[src/rtl/half_adder.sv]
`default_nettype none
// ============================================================================
// Module      : half_adder
// Description : Registered WIDTH-lane bitwise half adder (per-lane XOR sum and
//               AND carry). Carries are not rippled or shifted. Results carry
//               a one-cycle valid strobe.
// Revision    : 1.0 - initial release
// ============================================================================
module half_adder #(
    parameter int WIDTH = 32
) (
    input  logic             clk,
    input  logic             rst,
    input  logic             in_valid,
    input  logic [WIDTH-1:0] a,
    input  logic [WIDTH-1:0] b,
    output logic             out_valid,
    output logic [WIDTH-1:0] sum,
    output logic [WIDTH-1:0] carry
);

    logic [WIDTH-1:0] w_sum;
    logic [WIDTH-1:0] w_carry;
    logic [WIDTH-1:0] r_sum;
    logic [WIDTH-1:0] r_carry;
    logic             r_valid;

    generate
        for (genvar i = 0; i < WIDTH; i++) begin : g_lane
            assign w_sum[i]   = a[i] ^ b[i];
            assign w_carry[i] = a[i] & b[i];
        end
    endgenerate

    // sum/carry hold their last result while idle; only the strobe drops.
    always_ff @(posedge clk) begin
        if (rst) begin
            r_valid <= 1'b0;
            r_sum   <= '0;
            r_carry <= '0;
        end else begin
            r_valid <= in_valid;
            if (in_valid) begin
                r_sum   <= w_sum;
                r_carry <= w_carry;
            end
        end
    end

    assign out_valid = r_valid;
    assign sum       = r_sum;
    assign carry     = r_carry;

endmodule
`default_nettype wire

[config.mk]
export PLATFORM = sky130hd
export DESIGN_NAME = half_adder
export DESIGN_NICKNAME = d
export VERILOG_FILES = /design/src/rtl/half_adder.sv
export SDC_FILE = /design/constraint.sdc
export NUM_CORES = 1
export LEC_CHECK = 0
export ABC_AREA = 1
export BUFFER_PORTS_ARGS = -buffer_cell sky130_fd_sc_hd__buf_2
export CAP_MARGIN = 5
export CORE_AREA = 5 5 91 93
export DETAILED_ROUTE_END_ITERATION = 6
export DIE_AREA = 0 0 96 98
export GPL_ROUTABILITY_DRIVEN = 0
export PLACE_DENSITY_LB_ADDON = 0.2
export SETUP_SLACK_MARGIN = 0.05
export SYNTH_ARGS = -nofsm -noshare
export SYNTH_HDL_FRONTEND = slang
export SYNTH_SLANG_ARGS = --single-unit
[constraint.sdc]
create_clock -name clk -period 0.8 [get_ports clk]
set_clock_uncertainty 0.05 [all_clocks]
set_input_delay 0.24 -clock clk [delete_from_list [all_inputs] [get_ports clk]]
set_output_delay 0.24 -clock clk [all_outputs]
set_load 0.02 [all_outputs]
==> run_results.csv <==
group,metric,value,unit
sta,timing.fmax,925,MHz
sta,layout_min_cycle_time,1.08,ns
critical_path,worst_setup_path_start_kind,"register",
run_status,violations,"negative setup slack",
clocking,cts.sinks,65,
critical_path,max_stage_delay,0.34,ns
critical_path,reg2reg_slack,0.05,ns
yosys,ys_ff_latch,65,
critical_path,r2r-start,"carry[6]$_SDFFE_PP0P_",
critical_path,reg2reg_to,"carry[6]$_SDFFE_PP0P_",
worst_hold_path,hold_path_class,"primary input to register",
yosys,ys_top_cells_by_area,"dfxtp_1 43%, nor2_1 16%, nand2_1 16%, ha_1 13%, inv_1 8.0%",
drt,viasPerCell,4.18,
yosys,synth_top_cell_by_area,"dfxtp_1",
cells_and_area,final_util,0.656,
grt,grt_pass1_vias,2731,
critical_path,critPathTopFamily,"flip-flops",
sta,rsz0062_at_grt,"yes",
drt,postRouteAntennaNets,0,
critical_path,reg2regPathDepth,3,
clocking,clk_pin_slew_worst_paths,0.07,ns
drt,num_vias,2827,
grt,grt_use_total,0.161,
floorplanning,core,7450,um^2
cells_and_area,fillCellCount,618,
sta,final_hold_viol_count,0,
clocking,cts_buffers,9,
clocking,clk-insertion-delay-late,0.32,ns
critical_path,arrival,0.79,ns
yosys,seq_area_frac_synth,0.427,
critical_path,crit_slowest_cell,"dfxtp_2",
power,total_power,8.13,mW
grt,grt_max_degree,48,
drt,detail_route.wirelength,7.30,mm
critical_path,cp-endpoint,"sum[5]",
drt,drt_iter0_markers,49,
critical_path,critPathMaxFanout,2,
drt,drc_errors,0,
cells_and_area,nNetsFinal,671,
cells_and_area,drive_gt1_frac,0.458,
flow_run,maxCapViolations,0,
yosys,synth_area,3050,um^2
critical_path,path_cells,"buf_6",
place,dpl.hpwl,5.34,mm
power,p_leak,2.51,nW
sta,setup_ws,-0.281,ns
grt,grt.overflow.total,0,
yosys,synth_nets,539,
floorplanning,die_w,96,um
floorplanning,ios,132,
cells_and_area,n_antenna_cell,0,
floorplanning,chipHeight,98,um
sta,finalSetupViolCount,65,
floorplanning,initial_core_util,0.409,
clocking,cts_root_buf,"clkbuf_8",
floorplanning,row_count,32,
critical_path,crit_cells,1,
power,p_per_area,1660,nW/um^2
clocking,cts.path.max_buffers,2,
sta,period_share,1.35,
place,io_buffers,131,
yosys,yosysTopAreaCellShare,0.427,
critical_path,critPathRequiredTime,0.51,ns
run_status,status,"complete, but fails checks",
grt,antenna_found_initial,0,
critical_path,worstSetupPathType,"register to output pin",
sta,tightest_slew,0.194,ns
yosys,syn_area_per_cell,6.92,um^2
floorplanning,die-area,9410,um^2
yosys,syn_inst,440,
cells_and_area,syn2layout_area_growth,60.3,%
sta,maxSlewViolCount,0,
critical_path,cp-end-kind,"output pin",
critical_path,cp-startpoint,"sum[5]$_SDFFE_PP0P_",
yosys,synth_cell_types,8,
critical_path,path_buf_inv,1,
clocking,cts_tree,"done",
drt,drt_first_pass_iters,4,
grt,grt_pass1_wl,12.1,mm
sta,max-slew-margin-rel,0.871,
drt,wire_per_inst,10.8,um
clocking,cts_max_level,3,
power,ir_worst_vdd,0.000958,V
yosys,yosys_warnings,0,
[layout make-up]
cell class,instances,area (um^2),area share
inverters,66,248,0.0507
well taps,102,128,0.0261
flip-flops and latches,65,1380,0.283
repair buffers,141,1190,0.244
multi-input cells,289,1770,0.362
clock buffers,13,169,0.0346
[through the flow]
step	area (um^2)	instances	setup TNS, ns	hold slack [ns]	setup slack (ns)
after global placement	4220	662	-7.84	0.377	-0.140
after global routing	4880	676	-19.88	0.0261	-0.325
after floorplan	3510	440	0	0.261	0.0330
after CTS	4880	676	-18.67	0.0154	-0.301
final	4880	676	-17.30	0.0393	-0.281
after detailed placement	4220	662	-9.06	0.384	-0.173
[metal layers]
layer	GRT usage	wire length (um)	vias to the layer above
li1	-	-	1539
met2	0.266	3530	80
met4	0.0733	133	0
met3	0.0532	568	9
met5	0	0	-
met1	0.185	3070	1199
[flip-flops by register name (all words and copies together), names as in the netlist]
name       cells
carry         32
sum           32
out_valid      1
[cell families (layout without fill, tap and decap cells)]
logic type / Yosys count / in the layout / share of synthesized area
simple gates: 257 / 257 / 0.317
buf+inv: 86 / 220 / 0.125
flops: 65 / 65 / 0.427
fa+ha+maj: 32 / 32 / 0.131
[what timing repair did]
action,4_1_cts,5_1_grt
hold endpoints to repair,0,0
gates cloned,0,0
resized for setup,195,1
hold buffers,0,0
buffers inserted,1,0
endpoints found under the setup margin,65,66
[report_power, final]
group / leakage (nW) / internal, mW / switching (mW)
Clock: 0.0875 / 1.33 / 1.13
Sequential: 0.559 / 3.52 / 0.165
Combinational: 1.87 / 0.970 / 1.02
Total: 2.51 / 5.82 / 2.31
[synth_stat cells]
library cell,number
dfxtp_1,65
inv_1,65
buf_2,7
nor2_1,129
nand2_1,128
ha_1,32
inv_2,1
buf_4,13
[how the worst min path moves through the flow]
stage / from / endpoint / slack (ns) / cells past startpoint
after floorplan: rst / out_valid$_SDFF_PP0_ / 0.26 / 1
after global placement: rst / out_valid$_SDFF_PP0_ / 0.38 / 2
after detailed placement: rst / out_valid$_SDFF_PP0_ / 0.38 / 2
after CTS: rst / out_valid$_SDFF_PP0_ / 0.02 / 2
after global routing: rst / out_valid$_SDFF_PP0_ / 0.03 / 2
final: rst / out_valid$_SDFF_PP0_ / 0.04 / 2
[cell usage in the layout (no fill, tap or decap)]
master,instances
nor2_2,1
clkbuf_1,1
ha_4,32
buf_4,7
buf_6,65
buf_12,4
inv_1,54
dfxtp_2,65
nand2_1,128
clkbuf_8,12
buf_2,65
nor2_1,128
inv_2,12
(Power assumes the default switching activity.)
